## src/rtl/instr_fetch.sv

```systemverilog
// Fetch stage: owns the PC, issues in-order imem reads and buffers words.
// Optional perf counters via FETCH_PERF_EN (perf_fetched, perf_stall).
module instr_fetch #(
  parameter logic [31:0] RESET_PC   = 32'h0000_0000,
  parameter int          FIFO_DEPTH = 4,
  parameter int          CNT_W      = $clog2(FIFO_DEPTH) + 1
) (
  input  logic        clk,
  input  logic        rst,
  output logic        imem_req_valid,
  input  logic        imem_req_ready,
  output logic [31:0] imem_req_addr,
  input  logic        imem_rsp_valid,
  input  logic [31:0] imem_rsp_data,
  input  logic        redirect_valid,
  input  logic [31:0] redirect_pc,
  output logic        if_valid,
  input  logic        if_ready,
  output logic [31:0] if_instr,
`ifdef FETCH_PERF_EN
  output logic [31:0] perf_fetched,
  output logic [31:0] perf_stall,
`endif
  output logic [31:0] if_pc
);

  localparam int PTR_W  = $clog2(FIFO_DEPTH);
  localparam int DROP_W = 16;
  localparam logic [CNT_W:0] DEPTH_S =
    (CNT_W+1)'(FIFO_DEPTH);

  logic [31:0]       r_pc;
  logic [CNT_W-1:0]  r_out;
  logic [DROP_W-1:0] r_drop;
  logic [CNT_W-1:0]  r_cnt;
  logic [PTR_W-1:0]  r_wp;
  logic [PTR_W-1:0]  r_rp;
  logic [PTR_W-1:0]  r_qwp;
  logic [PTR_W-1:0]  r_qrp;
  logic [31:0]       r_instr [FIFO_DEPTH];
  logic [31:0]       r_fpc   [FIFO_DEPTH];
  logic [31:0]       r_qpc   [FIFO_DEPTH];

  logic [CNT_W:0]    w_sum;
  logic              w_req_v;
  logic              w_req_fire;
  logic              w_is_drop;
  logic              w_rsp_live;
  logic              w_rsp_any;
  logic              w_push;
  logic              w_pop;
  logic              w_if_valid;
  logic [31:0]       w_redir_pc;
  logic [31:0]       w_pc_nxt;

  // Slots are reserved at request time so the FIFO can never overflow.
  assign w_sum      = {1'b0, r_cnt} + {1'b0, r_out};
  assign w_req_v    = !rst && !redirect_valid
                    && (w_sum < DEPTH_S);
  assign w_req_fire = w_req_v && imem_req_ready;

  // Responses are in order: stale words always precede live ones.
  assign w_is_drop  = imem_rsp_valid && (r_drop != '0);
  assign w_rsp_live = imem_rsp_valid && (r_drop == '0)
                    && (r_out != '0);
  assign w_rsp_any  = w_is_drop || w_rsp_live;
  assign w_push     = w_rsp_live && !redirect_valid;

  assign w_if_valid = !rst && (r_cnt != '0);
  assign w_pop      = w_if_valid && if_ready
                    && !redirect_valid;
  assign w_redir_pc = redirect_pc & 32'hFFFF_FFFC;

  assign imem_req_valid = w_req_v;
  assign imem_req_addr  = rst ? RESET_PC : r_pc;
  assign if_valid       = w_if_valid;
  assign if_instr       = w_if_valid ? r_instr[r_rp] : '0;
  assign if_pc          = w_if_valid ? r_fpc[r_rp]   : '0;

  // Next fetch PC: redirect target or sequential advance.
  always_comb begin
    w_pc_nxt = r_pc;
    unique case (1'b1)
      redirect_valid: w_pc_nxt = w_redir_pc;
      w_req_fire:     w_pc_nxt = r_pc + 32'd4;
      default:        w_pc_nxt = r_pc;
    endcase
  end

  // PC register.
  always_ff @(posedge clk) begin
    if (rst) r_pc <= RESET_PC;
    else     r_pc <= w_pc_nxt;
  end

  // Outstanding and drop counters.
  always_ff @(posedge clk) begin
    if (rst) begin
      r_out  <= '0;
      r_drop <= '0;
    end else if (redirect_valid) begin
      r_out  <= '0;
      r_drop <= r_drop + DROP_W'(r_out)
              - DROP_W'(w_rsp_any);
    end else begin
      r_out <= r_out + CNT_W'(w_req_fire)
             - CNT_W'(w_rsp_live);
      if (w_is_drop) r_drop <= r_drop - DROP_W'(1);
    end
  end

  // Pointers of the PC queue for live in-flight requests.
  always_ff @(posedge clk) begin
    if (rst || redirect_valid) begin
      r_qwp <= '0;
      r_qrp <= '0;
    end else begin
      if (w_req_fire) r_qwp <= r_qwp + PTR_W'(1);
      if (w_rsp_live) r_qrp <= r_qrp + PTR_W'(1);
    end
  end

  // PC queue storage.
  always_ff @(posedge clk) begin
    if (w_req_fire) r_qpc[r_qwp] <= r_pc;
  end

  // Fetch buffer pointers and occupancy.
  always_ff @(posedge clk) begin
    if (rst || redirect_valid) begin
      r_wp  <= '0;
      r_rp  <= '0;
      r_cnt <= '0;
    end else begin
      if (w_push) r_wp <= r_wp + PTR_W'(1);
      if (w_pop)  r_rp <= r_rp + PTR_W'(1);
      r_cnt <= r_cnt + CNT_W'(w_push)
             - CNT_W'(w_pop);
    end
  end

  // Fetch buffer storage.
  always_ff @(posedge clk) begin
    if (w_push) begin
      r_instr[r_wp] <= imem_rsp_data;
      r_fpc[r_wp]   <= r_qpc[r_qrp];
    end
  end

`ifdef FETCH_PERF_EN
  logic [31:0] r_perf_fetched;
  logic [31:0] r_perf_stall;

  assign perf_fetched = r_perf_fetched;
  assign perf_stall   = r_perf_stall;

  // Delivered words and empty-output cycles; redirect does not clear.
  always_ff @(posedge clk) begin
    if (rst) begin
      r_perf_fetched <= '0;
      r_perf_stall   <= '0;
    end else begin
      if (w_pop)       r_perf_fetched <= r_perf_fetched + 32'd1;
      if (!w_if_valid) r_perf_stall   <= r_perf_stall + 32'd1;
    end
  end
`endif

endmodule

```

## config.mk

```make
export PLATFORM = sky130hd
export DESIGN_NAME = instr_fetch
export DESIGN_NICKNAME = d
export VERILOG_FILES = /design/src/rtl/instr_fetch.sv
export SDC_FILE = /design/constraint.sdc
export NUM_CORES = 1
export LEC_CHECK = 0
export BUFFER_PORTS_ARGS = -buffer_cell sky130_fd_sc_hd__buf_4
export CAP_MARGIN = 15
export CORE_ASPECT_RATIO = 0.9
export CORE_MARGIN = 8
export CORE_UTILIZATION = 59
export DETAILED_ROUTE_END_ITERATION = 10
export PLACE_DENSITY = 0.79
export SETUP_SLACK_MARGIN = 0.02
export SLEW_MARGIN = 20
export SYNTH_ARGS = -nofsm -noshare
export SYNTH_HDL_FRONTEND = slang
export SYNTH_SLANG_ARGS = --single-unit
```

## constraint.sdc

```tcl
create_clock -name clk -period 4.4 [get_ports clk]
set_input_delay 0.66 -clock clk [delete_from_list [all_inputs] [get_ports clk]]
set_output_delay 0.66 -clock clk [all_outputs]
set_load 0.01 [all_outputs]
```

; ---- Yosys cells after proc, flatten, opt, wreduce, memory -nomap -nowiden
; Memories as Yosys holds them, arrays and structs flattened. A register that Yosys moved wholly into a read port is not among the register bits.
; Index checks and enable logic that the tools add are counted.
[classes]
n_addsub = 13
multipliers = 0
div_mod_pow = 0
order_cmp = 1
eq_ne = 0
shifts = 0
muxes = 16
bitwise = 0
reduce_logical = 21
[op_table]
columns = cell, n
row1 = $mux W32, 3
row2 = $pmux W32 S2, 1
row3 = $add A32 B3 Y32 const B, 1
row4 = $mux W16, 2
row5 = $add A16 B3 Y16, 1
row6 = $logic_not A16 Y1, 1
row7 = $reduce_bool A16 Y1, 1
row8 = $sub A16 B1 Y16, 1
row9 = $sub A16 B1 Y16 const B, 1
row10 = $mux W2, 6
row11 = $logic_and A1 B1 Y1, 10
row12 = $add A2 B1 Y2 const B, 4
row13 = $add A3 B1 Y3, 2
row14 = $reduce_bool A3 Y1, 2
row15 = $sub A3 B1 Y3, 2
row16 = $add A3 B3 Y4, 1
row17 = $lt A4 B3 Y1 const B, 1
row18 = $mux W1, 4
row19 = $reduce_bool A2 Y1, 2
row20 = $logic_not A1 Y1, 2
row21 = $logic_or A1 B1 Y1, 2
row22 = $reduce_or A2 Y1, 1
[totals]
ff_bits = 62
latchBits = 0
ramBits = 384
mem_bits_ro = 0
in_bits = 70
output_inout_bits = 98
word_cells = 62
n_memories = 3
[mem_list]
columns = name, words, width, rd, rd_ports_with_merged_regs, wr, line_no
row1 = r_fpc, 4, 32, 1, 1, 1, 41  ; logic [31:0] r_fpc [FIFO_DEPTH];
row2 = r_instr, 4, 32, 1, 1, 1, 40  ; logic [31:0] r_instr [FIFO_DEPTH];
row3 = r_qpc, 4, 32, 1, 1, 1, 42  ; logic [31:0] r_qpc [FIFO_DEPTH];

; ---- Longest topological paths before layout
; Gate-level depths: netlist (run 1).
[logic_depth]
depth_word = 6
depth_mapped = 18
depth_no_buf = 17

; ---- Worst setup path before layout (run 1)
; No wires, ideal clock.
[synth_timing]
path_type = flip-flop to flip-flop
from = register r_drop[6]
to = register r_drop[14]
setup_ns = 0.137
arrival_ns = 3.471
required_time_ns = 4.263
slack_ns = 0.792
path_stages_with_launch = 18
n_path_buf = 1
period_less_slack_ns = 3.608
path_cell_list = dfxtp_1 > inv_1 > ha_1 > nand4_1 > o41a_1 > clkbuf_1 > or2_2 > ha_1 > inv_1 > ha_1 > inv_1 > fa_1 > nor2b_1 > o31ai_1 > o22ai_1 > nor2_1 > o311ai_0 > o211ai_1
[synth_via]
elab_chain_cells = 6
word_cells_on_any_way = 12
classes_between = add/sub: 3 / mux: 2 / reduce/logical: 7
[synth_lines]
columns = element, line_no
row1 = "start, declared", 34  ; logic [DROP_W-1:0] r_drop;
row2 = "start signal, assigned", 103  ; r_drop <= r_drop + DROP_W'(r_out)
row3 = "start signal, assigned", 108  ; if (w_is_drop) r_drop <= r_drop - DROP_W'(1);
row4 = "parallel branches: the longest is 6 deep, another holds $add A16 B3 Y16", -
; Parallel ways; which one is timed is not known. The select of a mux whose other input is x is not followed.
; A chain may end at the register's enable or synchronous reset.

; ---- Worst setup path after layout (run 1)
[layout_timing]
from = register r_drop[7]
to = register r_drop[8]
; Same word-level chain as after synthesis.

==> summary.txt, run 1 <==
Run status
  • Status: completed

Detailed routing
  • DRT antenna net count: 0
  • DRC viols: 0
  • DR WL/cell: 21.5 microns
  • DRT Pass-1 Iters: 5
  • Vias post-DR: 10517
  • Detailed-route vias per instance: 5.91
  • Starting DRT DRC Count: 896
  • Final wirelength: 38.2 mm

GRT
  • Number of global-route vias before repair: 10869
  • Largest net degree at the start of global routing: 76
  • GRT overflow: 0
  • Initial antenna violation count: 0
  • All-layer global routing usage: 20.4%
  • First-pass GRT wire length: 59.9 mm

Power and ir drop
  • Cell Pwr Density: 447 nW/um^2
  • Leakage: 7.54 nW
  • Peak VDD IR: 329 uV

Synthesis
  • Post-Synth Adder-Cell Area: 3.85%
  • Xor and xnor area share after synthesis: 1.66%
  • Synth Warn #: 0
  • Post-synth top area cell: edfxtp_1
  • Post-Synth Simple-Gate Area: 8.80%
  • Mux contribution to synthesized area: 11.8%
  • Post-synthesis sequential area ratio: 66.8%
  • Netlist cell types: 64
  • Syn_area_per_cell: 15.8 sq um
  • Post-synth EDFFs: 368
  • Largest family of logic cells by synthesized area: multiplexers
  • Synth Area in Compound Gates: 4.62%
  • Seq cells post-synth: 432
  • FFs w/ async S/R, synth: 0%
  • Netlist Area Pre-Place: 18500 sq um
  • Most instantiated cells after synthesis: edfxtp_1 (368), mux4_2 (92), and2_1 (79), dfxtp_1 (64), nor2_1 (62)
  • Synth Flop Type: edfxtp_1
  • Mapped Cells: 1168
  • Synth area leaders: edfxtp_1 (60%), mux4_2 (11%), dfxtp_1 (6.9%)
  • Most numerous cell in the Yosys netlist: edfxtp_1
  • Share of the synthesized area in the top cell type: 59.8%

Cells and area
  • Final Instance Area: 21600 sq um
  • Ant diodes: 0
  • Fill count: 2012
  • Area grow syn2layout: 17.0%
  • Final core utilization: 70.1%
  • Layout cells sized above 1: 26.0%
  • Final nets: 1461

Clock tree
  • CTS Buf Count: 43
  • Clock root buffer: clkbuf_16
  • Post-CTS resize count: 0
  • Reg clk slew, reported paths: 0.06 ns
  • CTS sink count: 432
  • Post-CTS Hold Buffers: 0
  • Max Buffers Root-to-Sink: 3
  • Post-CTS Setup Inserts: 0
  • Worst-Skew Late Latency: 0.54 ns
  • Number of H-tree levels: 2
  • CTS tree: yes

Die
  • Initial Util: 59.9%
  • Site Rows: 61
  • Die area: 37200 sq um
  • I/O Pins: 168
  • Die H: 184 microns
  • Core Box Area: 30800 sq um
  • Chip Width: 203 microns

Timing
  • Final period util: 88.7%
  • Max-slew violation count: 0
  • Unrepaired setup endpoints after global routing: false
  • Setup Skew: 0.0156 ns
  • Slew of the pin with the lowest slew margin: 0.970 ns
  • TNS Setup: 0 ns
  • Max Clk Rate: 256 MHz
  • Final hold violations: 0
  • Final min period: 3.90 ns
  • # setup viols final: 0
  • Rel. slew slack: 35.4%

Worst hold path
  • Worst Hold Path Cells: 1
  • Hold path endpoint: r_instr[3][27]
  • Source of the worst hold timing path: imem_rsp_data[27]
  • Worst hold path class: in -> reg

Critical path
  • Worst Path Arrival: 4.34 ns
  • Worst R2R End: r_drop[8]
  • CP max FO: 5
  • Reg2reg path depth: 16
  • Critical Path Sink Type: flip-flop
  • Worst r2r src: r_drop[7]
  • Crit path required time: 4.84 ns
  • Worst-path cell chain: inv_1, ha_1, nand4_1, o41a_1, or2_2, ha_1, inv_1, ha_1, inv_1, fa_1, nor2b_1, o31ai_1, a21oi_1, o41ai_1, xnor2_1, a211oi_1
  • Crit path kind: reg -> reg
  • Delay of the slowest cell on the worst path: 0.51 ns
  • Startpoint Class: flip-flop
  • R2r setup slk: 0.50 ns
  • Slowest cell on crit path: o31ai_1

Run
  • Maxcap violations: 0

Placed design
  • Hpwl dp: 24.1 mm
  • DP Area: 20200 sq um
  • Routability Congestion: 0.824
  • I/O Buffers: 161
area by class of cell:
cell class              instances  area [sq um]  share of cell area [%]
multi-input cells             626          5710                    26.4
inverters                      52           198                   0.915
clock inverters                24           234                    1.08
well taps                     409           512                    2.37
clock buffers                  56          1170                    5.40
flip-flops and latches        432         12300                    57.1
repair buffers                181          1450                    6.73
report_power, final:
group | switching, mW | internal, mW | total (mW)
Combinational | 0.817 | 0.656 | 1.47
Sequential | 0.0926 | 4.51 | 4.60
Clock | 1.47 | 2.12 | 3.58
Total | 2.38 | 7.29 | 9.66
registers in the layout, summed over array words and instances, names as in the netlist, named ones only:
signal   count
r_cnt        3
r_drop      16
r_fpc      120
r_instr    128
r_out        3
r_pc        30
r_qpc      120
r_qrp        2
r_qwp        2
r_rp         2
r_wp         2
layout by cell type, fill, tap and decap left out, types with 5 or more instances in the layout:
cell / synthesis / final
nand3_1: 19 / 19
xnor2_1: 28 / 28
dfxtp_1: 64 / 60
o21ai_0: 23 / 23
and4_1: 6 / 6
inv_1: 51 / 51
o22ai_1: 6 / 6
nor2b_1: 28 / 28
edfxtp_1: 368 / 368
mux4_2: 92 / 92
a211oi_1: 12 / 12
a21oi_1: 36 / 36
nor2_1: 62 / 61
a221oi_1: 9 / 9
nand2b_1: 10 / 10
ha_1: 52 / 52
nand2_1: 46 / 46
buf_12: 0 / 6
buf_4: 4 / 174
a31oi_1: 11 / 11
clkinv_1: 0 / 10
nand4_1: 8 / 8
and3_1: 8 / 8
clkbuf_16: 0 / 45
nor3_1: 11 / 11
and2_1: 79 / 75
nor4_1: 7 / 7
clkbuf_1: 42 / 11
clkinv_2: 0 / 5
xor2_1: 7 / 7
cells by family (layout without fill, tap and decap cells):
| family | Yosys count | count (layout) |
|---|---|---|
| AND/OR/NAND/NOR | 300 | 300 |
| adder cells (fa/ha/maj) | 55 | 55 |
| other | 1 | 4 |
| XOR/XNOR | 35 | 35 |
| buffers and inverters | 113 | 313 |
| flip-flops | 432 | 432 |
| AO/OA/AOI/OAI | 130 | 130 |
| multiplexers | 102 | 102 |
per-layer routing:
metal / global-route usage, % / part of all wire, % / vias to the layer above
li1: - / - / 4809
met1: 27.1 / 43 / 5266
met2: 34.2 / 48 / 388
met3: 4.07 / 7.1 / 54
met4: 5.65 / 1.9 / 0
met5: 0 / 0 / -
critical path, delay by kind of cell (launching register included):
kind                       cells  cell delay, ns
DFF                            1            0.31
xor gates and xnor gates       1            0.14
AOI/OAI and AO/OA              5            1.69
buffers and inverters          3            0.28
and+or+nand+nor                3            0.48
adders and majority gates      4            0.90
stage by stage:
step                hold WS, ns  std cells  total power [mW]  worst slack, ns
floorplan                 0.469       1171              5.78            0.792
global placement          0.481       1698              6.11            0.602
detailed placement        0.507       1700              6.13            0.574
CTS                       0.304       1780              9.72            0.517
global route              0.306       1780              10.1            0.184
finish                    0.332       1780              9.66            0.495
worst max path at each step:
stage / from / to / cells after the start
5_1_grt: r_drop[6] / r_drop[8] / 16
4_1_cts: r_drop[7] / r_drop[8] / 16
2_1_floorplan: r_drop[6] / r_drop[14] / 17
6_report: r_drop[7] / r_drop[8] / 16
3_3_place_gp: r_drop[7] / r_drop[8] / 16
3_5_place_dp: r_drop[9] / r_drop[8] / 16
Note: power is estimated with default switching activity, not from simulation.
==> inputs of run 2 (changes only) <==
MAX_ROUTING_LAYER = met4   (was not set)
==> summary.txt, run 2 (synthesis gave the netlist of run 1 again) <==
Clock tree
  • Number of H-tree levels: 2
  • CTS tree: yes
  • Reg clk slew, reported paths: 0.06 ns
  • CTS sink count: 432
  • Post-CTS Setup Inserts: 0
  • CTS Buf Count: 43
  • Post-CTS resize count: 0
  • Max Buffers Root-to-Sink: 3
  • Clock root buffer: clkbuf_16
  • Worst-Skew Late Latency: 0.54 ns
  • Post-CTS Hold Buffers: 0

Timing
  • # setup viols final: 0
  • Max Clk Rate: 255 MHz
  • Final min period: 3.91 ns
  • Final period util: 89.0%
  • Slew of the pin with the lowest slew margin: 0.962 ns
  • Rel. slew slack: 35.8%
  • Setup Skew: 0.0159 ns
  • Max-slew violation count: 0
  • Unrepaired setup endpoints after global routing: false
  • Final hold violations: 0
  • TNS Setup: 0 ns

Detailed routing
  • DRT antenna net count: 0
  • Vias post-DR: 10452
  • DRT met1 WL: 16.7 mm
  • Starting DRT DRC Count: 867
  • DR WL/cell: 21.4 microns
  • DRT Pass-1 Iters: 6
  • Routed wl met2: 18.4 mm
  • DRC viols: 0
  • Final wirelength: 38.1 mm
  • Top layer in use: met4
  • Detailed-route vias per instance: 5.87
  • Routed met3 length: 2.31 mm

Critical path
  • Delay of the slowest cell on the worst path: 0.51 ns
  • Critical Path Sink Type: flip-flop
  • Startpoint Class: flip-flop
  • Slowest cell on crit path: o31ai_1
  • Worst-path cell chain: inv_1, ha_1, nand4_1, o41a_1, or2_2, ha_1, inv_1, ha_1, inv_1, fa_1, nor2b_1, o31ai_1, a21oi_1, o41ai_1, xnor2_1, a211oi_1
  • Critical path's top delay family: compound AO/OA/AOI/OAI gates
  • Crit path required time: 4.84 ns
  • R2r setup slk: 0.49 ns
  • Worst Path Arrival: 4.35 ns
  • Crit path kind: reg -> reg
  • Buffers & Inverters on Critical Path: 3
  • CP max FO: 5

Run
  • Maxcap violations: 0

GRT
  • GRT overflow: 0
  • Initial antenna violation count: 0
  • Number of global-route vias before repair: 10910
  • Largest net degree at the start of global routing: 76
  • First-pass GRT wire length: 59.9 mm
  • All-layer global routing usage: 21.0%

Placed design
  • Routability Congestion: 0.835
  • I/O Buffers: 161
  • DP Area: 20200 sq um
  • Hpwl dp: 24.1 mm

Power and ir drop
  • Leakage: 7.54 nW
  • Cell Pwr Density: 447 nW/um^2
  • Peak VDD IR: 330 uV

Cells and area
  • Number of flip-flops in the largest register: 128
  • Commonest non-fill, non-tap cell in the layout: edfxtp_1
  • Fill count: 2012
  • FF+latch area: 12300 sq um
  • Area of the multi-input gates: 5710 sq um
  • Top reg by flops: r_instr
  • Area grow syn2layout: 17.0%
  • Layout cells sized above 1: 26.0%
  • Largest regs: r_instr x128, r_fpc x120, r_qpc x120
  • Final nets: 1461
  • Ant diodes: 0
  • Final Instance Area: 21600 sq um
  • Commonest cells after routing, fill and taps aside: edfxtp_1 (368), buf_4 (174), mux4_2 (92), and2_1 (75), nor2_1 (61)

Die
  • I/O Pins: 168
  • Initial Util: 59.9%
  • Die H: 184 microns
  • Chip Width: 203 microns
  • Site Rows: 61
  • Die area: 37200 sq um
  • Core Box Area: 30800 sq um

Worst hold path
  • Worst hold path class: in -> reg

Run status
  • Status: completed
-- run 2: cell counts in the layout (fill, tap and decap cells not counted) --
No cell type changed its count.
-- run 2: power by group --
group / switching [mW] / internal [mW] / leakage, nW
combinational: 0.816 / 0.655 / 2.99
sequential: 0.0924 / 4.51 / 3.87
clock: 1.46 / 2.12 / 0.674
-- run 2: layer usage --
metal	track usage, %	vias up
met5	-	-
met4	5.65	0
met3	3.44	55
met2	34.2	386
met1	27.6	5214
li1	-	4797
-- run 2: worst paths after layout --
kind,start,end,cells after the start
worst max register to register,r_drop[7],r_drop[8],16
worst min register to register,r_qwp[1],r_qwp[1],2
worst min-delay path,imem_rsp_data[27],r_instr[3][27],1
worst max-delay path,r_drop[7],r_drop[8],16
-- run 2: stage by stage --
step / hold slack (ns) / cells / util [%] / setup WS, ns / power (mW)
finish: 0.334 / 1780 / 70.1 / 0.485 / 9.66
global route: 0.306 / 1780 / 70.1 / 0.184 / 10.1
CTS: 0.304 / 1780 / 70.1 / 0.517 / 9.72
detailed placement: 0.507 / 1700 / 65.5 / 0.574 / 6.13
global placement: 0.481 / 1698 / 65.4 / 0.602 / 6.11
floorplan: 0.469 / 1171 / - / 0.792 / 5.78
-- run 2: final cells by class --
type                            count  area share [%]
Inverter                           52           0.915
Multi-Input combinational cell    626            26.4
Tap cell                          409            2.37
Sequential cell                   432            57.1
Clock buffer                       56            5.40
Timing Repair Buffer              181            6.73
Clock inverter                     24            1.08
